### src/rtl/remote_send.sv
// remote_send: NEC IR transmitter (full frame or repeat code), registered outputs.
// Optional `IR_CARRIER_EN: ir_led carries a 38 kHz burst instead of the plain mark level.
module remote_send #(
  parameter int UNIT_CYC    = 28125,
  parameter int GAP_UNITS   = 72,
  parameter int CARRIER_DIV = 1316
) (
  input  logic       sys_clk,
  input  logic       sys_rst_n,
  input  logic       send_en,
  input  logic       repeat_req,
  input  logic [7:0] addr,
  input  logic [7:0] data,
  output logic       busy,
  output logic       done,
  output logic       remote_out,
  output logic       ir_led
);
  localparam logic [2:0] IDLE = 3'd0, LEAD_LOW = 3'd1, LEAD_HIGH = 3'd2, BIT_LOW = 3'd3,
                         BIT_HIGH = 3'd4, STOP_LOW = 3'd5, GAP = 3'd6;
  localparam int CW = UNIT_CYC > 1 ? $clog2(UNIT_CYC) : 1;
  logic [2:0] state, nxt;
  logic [CW-1:0] cyc_cnt;
  logic [6:0] unit_cnt, target;
  logic [5:0] bit_cnt;
  logic [31:0] shreg;
  logic is_rep, tick, last, accept, nxt_mark;
  always_comb begin
    tick = cyc_cnt == CW'(UNIT_CYC - 1);
    target = state == LEAD_LOW  ? 7'd16 :
             state == LEAD_HIGH ? (is_rep ? 7'd4 : 7'd8) :
             state == BIT_HIGH  ? (shreg[0] ? 7'd3 : 7'd1) :
             state == GAP       ? 7'(GAP_UNITS) : 7'd1;
    last = tick && unit_cnt == target - 7'd1;
    accept = state == IDLE && (send_en || repeat_req);
    nxt = state;
    case (state)
      IDLE:      nxt = accept ? LEAD_LOW : IDLE;
      LEAD_LOW:  nxt = last ? LEAD_HIGH : state;
      LEAD_HIGH: nxt = last ? (is_rep ? STOP_LOW : BIT_LOW) : state;
      BIT_LOW:   nxt = last ? BIT_HIGH : state;
      BIT_HIGH:  nxt = last ? (bit_cnt == 6'd31 ? STOP_LOW : BIT_LOW) : state;
      STOP_LOW:  nxt = last ? GAP : state;
      GAP:       nxt = last ? IDLE : state;
      default:   nxt = IDLE;
    endcase
    nxt_mark = nxt == LEAD_LOW || nxt == BIT_LOW || nxt == STOP_LOW;
  end
  always_ff @(posedge sys_clk or negedge sys_rst_n) begin
    if (!sys_rst_n) begin
      state      <= IDLE;
      busy       <= 1'b0;
      done       <= 1'b0;
      remote_out <= 1'b1;
      cyc_cnt    <= '0;
      unit_cnt   <= '0;
      bit_cnt    <= '0;
      shreg      <= '0;
      is_rep     <= 1'b0;
    end else begin
      state      <= nxt;
      remote_out <= !nxt_mark;
      busy       <= nxt != IDLE;
      done       <= state == GAP && last;
      if (accept) begin
        shreg    <= {~data, data, ~addr, addr};
        is_rep   <= repeat_req && !send_en;
        bit_cnt  <= '0;
        cyc_cnt  <= '0;
        unit_cnt <= '0;
      end else if (state != IDLE) begin
        cyc_cnt  <= tick ? '0 : cyc_cnt + 1'b1;
        unit_cnt <= last ? 7'd0 : tick ? unit_cnt + 7'd1 : unit_cnt;
        if (state == BIT_HIGH && last) begin
          shreg   <= shreg >> 1;
          bit_cnt <= bit_cnt + 6'd1;
        end
      end
    end
  end
`ifdef IR_CARRIER_EN
  localparam int KW = CARRIER_DIV > 1 ? $clog2(CARRIER_DIV) : 1;
  logic [KW-1:0] car_cnt, car_nxt;
  // restart on every space-to-mark edge so each burst opens with a high phase
  always_comb car_nxt = (nxt_mark && remote_out) || car_cnt == KW'(CARRIER_DIV - 1) ? '0 : car_cnt + 1'b1;
  always_ff @(posedge sys_clk or negedge sys_rst_n) begin
    if (!sys_rst_n) begin
      car_cnt <= '0;
      ir_led  <= 1'b0;
    end else begin
      car_cnt <= car_nxt;
      ir_led  <= nxt_mark && car_nxt < KW'(CARRIER_DIV / 3);
    end
  end
`else
  always_ff @(posedge sys_clk or negedge sys_rst_n) begin
    if (!sys_rst_n) ir_led <= 1'b0;
    else ir_led <= nxt_mark;
  end
`endif
endmodule

### config.mk
export PLATFORM = sky130hd
export DESIGN_NAME = remote_send
export DESIGN_NICKNAME = d
export VERILOG_FILES = /design/src/rtl/remote_send.sv
export SDC_FILE = /design/constraint.sdc
export NUM_CORES = 1
export LEC_CHECK = 0
export CAP_MARGIN = 20
export CORE_MARGIN = 2
export CORE_UTILIZATION = 42
export DETAILED_ROUTE_END_ITERATION = 16
export GPL_TIMING_DRIVEN = 1
export PLACE_DENSITY = 0.62
export SLEW_MARGIN = 20
export SYNTH_ARGS = -nofsm -noshare
export SYNTH_HDL_FRONTEND = slang
export SYNTH_SLANG_ARGS = --single-unit
### constraint.sdc
create_clock -name sys_clk -period 4.4 [get_ports sys_clk]
set_input_delay 0.88 -clock sys_clk [delete_from_list [all_inputs] [get_ports sys_clk]]
set_output_delay 0.88 -clock sys_clk [all_outputs]
set_load 0.02 [all_outputs]
## Word level (Yosys, flattened, before mapping)

Index checks and enable logic that the tools add are counted.

- Register bits: 68
- Input bits: 20
- Output and inout port bits: 4
- Logic and storage cells: 75

- Add/sub/neg operators: 4
- Equal/unequal tests: 12
- Mux-type cells: 29
- Bitwise logic cells: 2
- Reductions and logical operators: 18

Operator list:

| cell | number |
|---|---|
| $mux 32 | 3 |
| $mux 7 | 8 |
| $mux 15 | 3 |
| $mux 3 | 8 |
| $pmux 3 s7 | 1 |
| $mux 6 | 3 |
| $not 8->8 | 2 |
| $add 15x1->15 const B | 1 |
| $eq 15x15->1 const B | 1 |
| $eq 3x3->1 const B | 4 |
| $eq 3x2->1 const B | 3 |
| $reduce_bool 3->1 | 3 |
| $add 7x1->7 const B | 1 |
| $eq 7x7->1 | 1 |
| $sub 7x1->7 const B | 1 |
| $add 6x1->6 const B | 1 |
| $eq 3x1->1 const B | 2 |
| $eq 6x5->1 const B | 1 |
| $logic_and 1x1->1 | 5 |
| $mux 4 | 1 |
| $reduce_and 2->1 | 2 |
| $reduce_bool 2->1 | 2 |
| $logic_not 3->1 | 1 |
| $logic_or 1x1->1 | 3 |
| 3 further kinds | 4 |

## Depth between registers and ports, before layout

- Depth after elaboration: 14
- Gate-level depth with buffers: 14

## Worst setup path before layout

Ideal clock, no wire load.

- Kind: reg2reg
- Start: reg state[1]
- End: reg unit_cnt[6]
- Library setup time: 104 ps
- Arrival: 2982 ps
- Data required time: 4296 ps
- Setup slack: 1314 ps
- Cell stages (with the launch flop): 12
- Period minus slack after synthesis: 3086 ps
- Path through: dfrtp_1 buf_2 nor3_1 clkbuf_1 nand2_1 ha_1 inv_1 a211oi_1 o31a_1 o211a_1 or3_4 o311ai_1

- Longest elaborated chain between the ends: 11
- Elaborated cells on any way between the ends: 20
- Classes of those cells: 1 x add/sub; 5 x eq/ne; 7 x mux; 7 x reduce/logical

Ends and longest elaborated chain:

| what | line | RTL |
|---|---|---|
| start, declared | 22 | `logic [2:0] state, nxt;` |
| start signal, assigned | 61 | `state <= nxt;` |
| $eq 3x3->1 | 33 | `state == GAP ? 7'(GAP_UNITS) : 7'd1;` |
| $mux 7 | 33 |  |
| $mux 7 | 32 | `state == BIT_HIGH ? (shreg[0] ? 7'd3 : 7'd1) :` |
| $mux 7 | 31 | `state == LEAD_HIGH ? (is_rep ? 7'd4 : 7'd8) :` |
| $mux 7 | 30 | `target = state == LEAD_LOW ? 7'd16 :` |
| $sub 7x1->7 | 34 | `last = tick && unit_cnt == target - 7'd1;` |
| $eq 7x7->1 | 34 |  |
| $logic_and 1x1->1 | 34 |  |
| $mux 7 | 73 | `unit_cnt <= last ? 7'd0 : tick ? unit_cnt + 7'd1 : unit_cnt;` |
| $mux 7 | 71 | `end else if (state != IDLE) begin` |
| $mux 7 | 65 | `if (accept) begin` |
| end signal, assigned | 73 |  |
| end, declared | 24 | `logic [6:0] unit_cnt, target;` |

Parallel ways exist; a longest one is shown, timed or not. The select of a mux whose other input is x is not followed.
A chain may end at the register's enable or synchronous reset.

## Final worst setup path

- Start: reg state[0]
- End: reg shreg[16]

- Longest elaborated chain between the ends: 11
- Elaborated cells on any way between the ends: 19
- Classes of those cells: 1 x add/sub; 5 x eq/ne; 5 x mux; 8 x reduce/logical

Ends and longest elaborated chain:

| what | line | RTL |
|---|---|---|
| $eq 3x3->1 | 33 |  |
| $mux 7 | 33 |  |
| $mux 7 | 32 |  |
| $mux 7 | 31 |  |
| $mux 7 | 30 |  |
| $sub 7x1->7 | 34 |  |
| $eq 7x7->1 | 34 |  |
| $logic_and 1x1->1 | 34 |  |
| $logic_and 1x1->1 | 74 | `if (state == BIT_HIGH && last) begin` |
| $reduce_bool 2->1 (no source line) | -- |  |
| $reduce_and 2->1 (no source line) | -- |  |
| end signal, assigned | 66 | `shreg <= {~data, data, ~addr, addr};` |
| end signal, assigned | 75 | `shreg <= shreg >> 1;` |
| end, declared | 26 | `logic [31:0] shreg;` |

Parallel ways exist; a longest one is shown, timed or not.

==> impl_metrics.env <==
export IMPL_via_per_inst=6.01
export IMPL_synth_top_area_cell="dfrtp_1"
export IMPL_hold_path_class="reg2reg"
export IMPL_min_path_cells=1
export IMPL_yosysUniqueCellTypes=56
export IMPL_fin_tns_setup_ns=0
export IMPL_grt_pass1_vias=3065
export IMPL_htreeDepth=3
export IMPL_timing_rr_end="shreg[16]"
export IMPL_setup_violations=0
export IMPL_vias=3144
export IMPL_gp_congestion=0.870
export IMPL_power_share_combinational=0.027
export IMPL_post_drt_wl_per_cell_um=16.1
export IMPL_r2r_slack_ns=1.12
export IMPL_intPower_w=0.000911
export IMPL_yosys_cell_count_top_type="dfrtp_1"
export IMPL_fin_nets=439
export IMPL_worstPathRequired_ns=4.58
export IMPL_hp_start="bit_cnt[2]"
export IMPL_power_density_nw_per_um2=285
export IMPL_root_buffer="clkbuf_8"
export IMPL_synth_nets=426
export IMPL_ys_seq_elements=68
export IMPL_grtUsageTotal=0.190
export IMPL_cts_setup_buffers=0
export IMPL_relSlewSlack=0.317
export IMPL_clkSlewWorstSetupHoldPaths_ns=0.08
export IMPL_dp_slack_ns=1.12
export IMPL_die_area_um2=9380
export IMPL_first_iter_violations=288
export IMPL_slew_violations=0
export IMPL_vdd_drop_max_mv=0.173
export IMPL_io_pins=24
export IMPL_cts_hold_buf=0
export IMPL_leakagePower_nw=1.69
export IMPL_grt_max_degree=41
export IMPL_initial_core_util=0.436
export IMPL_netlist_area_leader_share=0.463
export IMPL_status="finished clean"
export IMPL_ys_top_cells_by_count="67 x dfrtp_1, 42 x o21ai_0, 40 x nand2_1"
export IMPL_grt_first_pass_wirelength_um=14800
export IMPL_maxCapViolCount=0
export IMPL_rows=33
export IMPL_n_antenna_cell=0
export IMPL_reg2reg_from="state[0]"
export IMPL_firstDrtPassIters=4
export IMPL_dp_hpwl_um=5160
export IMPL_synthToLayoutAreaGrowth_pct=13.3
export IMPL_coreArea_um2=8300
export IMPL_die_h_um=96.8
export IMPL_crit_family="simple AND/OR/NAND/NOR gates"
export IMPL_synth_edf_count=0
export IMPL_synth_area_um2=3620
export IMPL_clock_sinks=68
export IMPL_netlist_top_cells_area="dfrtp_1 46%, o21ai_0 5.8%, a21oi_1 4.4%"
export IMPL_min_to="bit_cnt[2]"
export IMPL_cp_max_fo=15
export IMPL_worstSkewPairLatency_ns=0.34
export IMPL_crit_type="reg2reg"
export IMPL_grt_overflow_total=0
export IMPL_fillers=782
export IMPL_worst_pin_slew_ns=1.02
export IMPL_crit_chain="or3b_1 > nand2_1 > ha_1 > inv_1 > and3_1 > nor4_1 > o211ai_2 > nor2_1 > o211ai_1"
export IMPL_critPathArrivalTime_ns=3.47
export IMPL_final_layout_size_suffix_gt1_frac=0.0837
export IMPL_critPathCaptureType="flip-flop"
export IMPL_routed_wl_um=8440
export IMPL_startpoint_type="flip-flop"
export IMPL_power_frac_seq=0.534
export IMPL_min_period_ns=3.28
export IMPL_clock_skew_ns=0.00944
export IMPL_yosysWarnings=0
export IMPL_syn_inst=401
export IMPL_cts_tree="yes"
export IMPL_fmax_mhz=305
export IMPL_numCtsBuffers=9
export IMPL_critPathBufInv=1
export IMPL_slowest_delay_ns=0.78
export IMPL_cts_resized=0
export IMPL_rsz0062_at_grt="no"
export IMPL_drc=0
export IMPL_max_clock_path_buffers=2
export IMPL_sw_frac_of_total=0.222
export IMPL_final_hold_viol_count=0
export IMPL_io_buffers=23
export IMPL_reg2regPathDepth=9
export IMPL_cp_slowest_cell="nor2_1"
export IMPL_route_antenna_remaining_nets=0
export IMPL_power_frac_clock=0.439
export IMPL_fin_ws_ns=1.12
export IMPL_synth_avg_cell_area_um2=9.03
export IMPL_p_switching_w=0.000260
export IMPL_synthArstFlopShare=1.00
export IMPL_synth_main_ff_cell="dfrtp_1"
export IMPL_antenna_found_initial=0
export IMPL_yosysSeqAreaShare=0.470
export IMPL_die_w_um=96.8
export IMPL_finalCritPeriodShare=0.746
## area by class of cell
| class | count | area, um2 | area share |
|---|---|---|---|
| Inverter | 10 | 37.5 | 0.00915 |
| Clock buffer | 10 | 138 | 0.0336 |
| Sequential cell | 68 | 1700 | 0.415 |
| Multi-Input combinational cell | 295 | 1760 | 0.430 |
| Clock inverter | 5 | 52.6 | 0.0128 |
| Timing Repair Buffer | 30 | 278 | 0.0677 |
| Tap cell | 105 | 131 | 0.0320 |
## worst register-to-register path, cell delays in order (launching register included)
cell and delay, ns:
dfrtp_1 0.62, or3b_1 0.42, nand2_1 0.09, ha_1 0.19
inv_1 0.10, and3_1 0.19, nor4_1 0.39, o211ai_2 0.13
nor2_1 0.78, o211ai_1 0.21
## sequential cells by signal (all words and copies together), names as in the netlist
name	count
shreg	32
remote_out	1
bit_cnt	6
cyc_cnt	15
busy	1
state	3
ir_led	1
is_rep	1
done	1
unit_cnt	7
## power by group through the flow
stage	Sequential [W]	Clock, W	Combinational (W)
finish	0.000625	0.000514	0.0000320
global route	0.000624	0.000558	0.0000358
detailed placement	0.000637	0	0.0000332
global placement	0.000637	0	0.0000329
CTS	0.000624	0.000531	0.0000332
floorplan	0.000637	0	0.000000413
## stage by stage
stage	std cells	total power, W	hold WS, ns	instance area (um2)	utilization
finish	523	0.00117	0.495	4100	0.494
CTS	523	0.00119	0.498	4100	0.494
global route	523	0.00122	0.512	4100	0.494
global placement	508	0.000670	0.467	3910	0.471
floorplan	401	0.000637	0.444	3620	-
detailed placement	508	0.000670	0.481	3910	0.471
## routing by layer
layer	track usage	vias to the layer above	part of all wire
met1	0.266	1549	0.48
met5	0	-	0
met3	0.0318	16	0.037
met2	0.286	77	0.46
met4	0.0943	0	0.024
li1	-	1502	-
## logic make-up after synthesis
group                      synth area share
AOI/OAI and AO/OA                     0.257
and+or+nand+nor                       0.187
DFF                                   0.470
buffers and inverters                0.0480
xor gates and xnor gates             0.0121
adders and majority gates            0.0173
muxes                               0.00830
## cell usage in the layout, fill, tap and decap left out, types with 3 or more instances in the layout
| master | n |
|---|---|
| clkdlybuf4s50_1 | 22 |
| clkbuf_8 | 10 |
| a21boi_0 | 3 |
| nand3_1 | 14 |
| o31ai_1 | 7 |
| a22oi_1 | 3 |
| a31oi_1 | 24 |
| nand2b_1 | 4 |
| a21oi_1 | 32 |
| o21ai_0 | 42 |
| clkinv_2 | 3 |
| nand2_1 | 40 |
| nand4_1 | 8 |
| nor3_1 | 7 |
| xor2_1 | 3 |
| ha_1 | 5 |
| inv_1 | 10 |
| and3_1 | 7 |
| o211ai_1 | 5 |
| o22ai_1 | 4 |
| dfrtp_1 | 67 |
| a211o_1 | 10 |
| and2_1 | 4 |
| nor2_1 | 30 |
| mux2i_1 | 3 |
| buf_4 | 7 |
## worst max path at each step
| stage | from | to | cells after the start |
|---|---|---|---|
| after floorplan | state[1] | unit_cnt[6] | 11 |
| after global placement | state[0] | shreg[1] | 9 |
| after detailed placement | state[0] | shreg[22] | 9 |
| after CTS | state[0] | shreg[1] | 9 |
| after global routing | state[0] | shreg[16] | 9 |
| final | state[0] | shreg[16] | 9 |
Note: power is estimated with default switching activity, not from simulation.
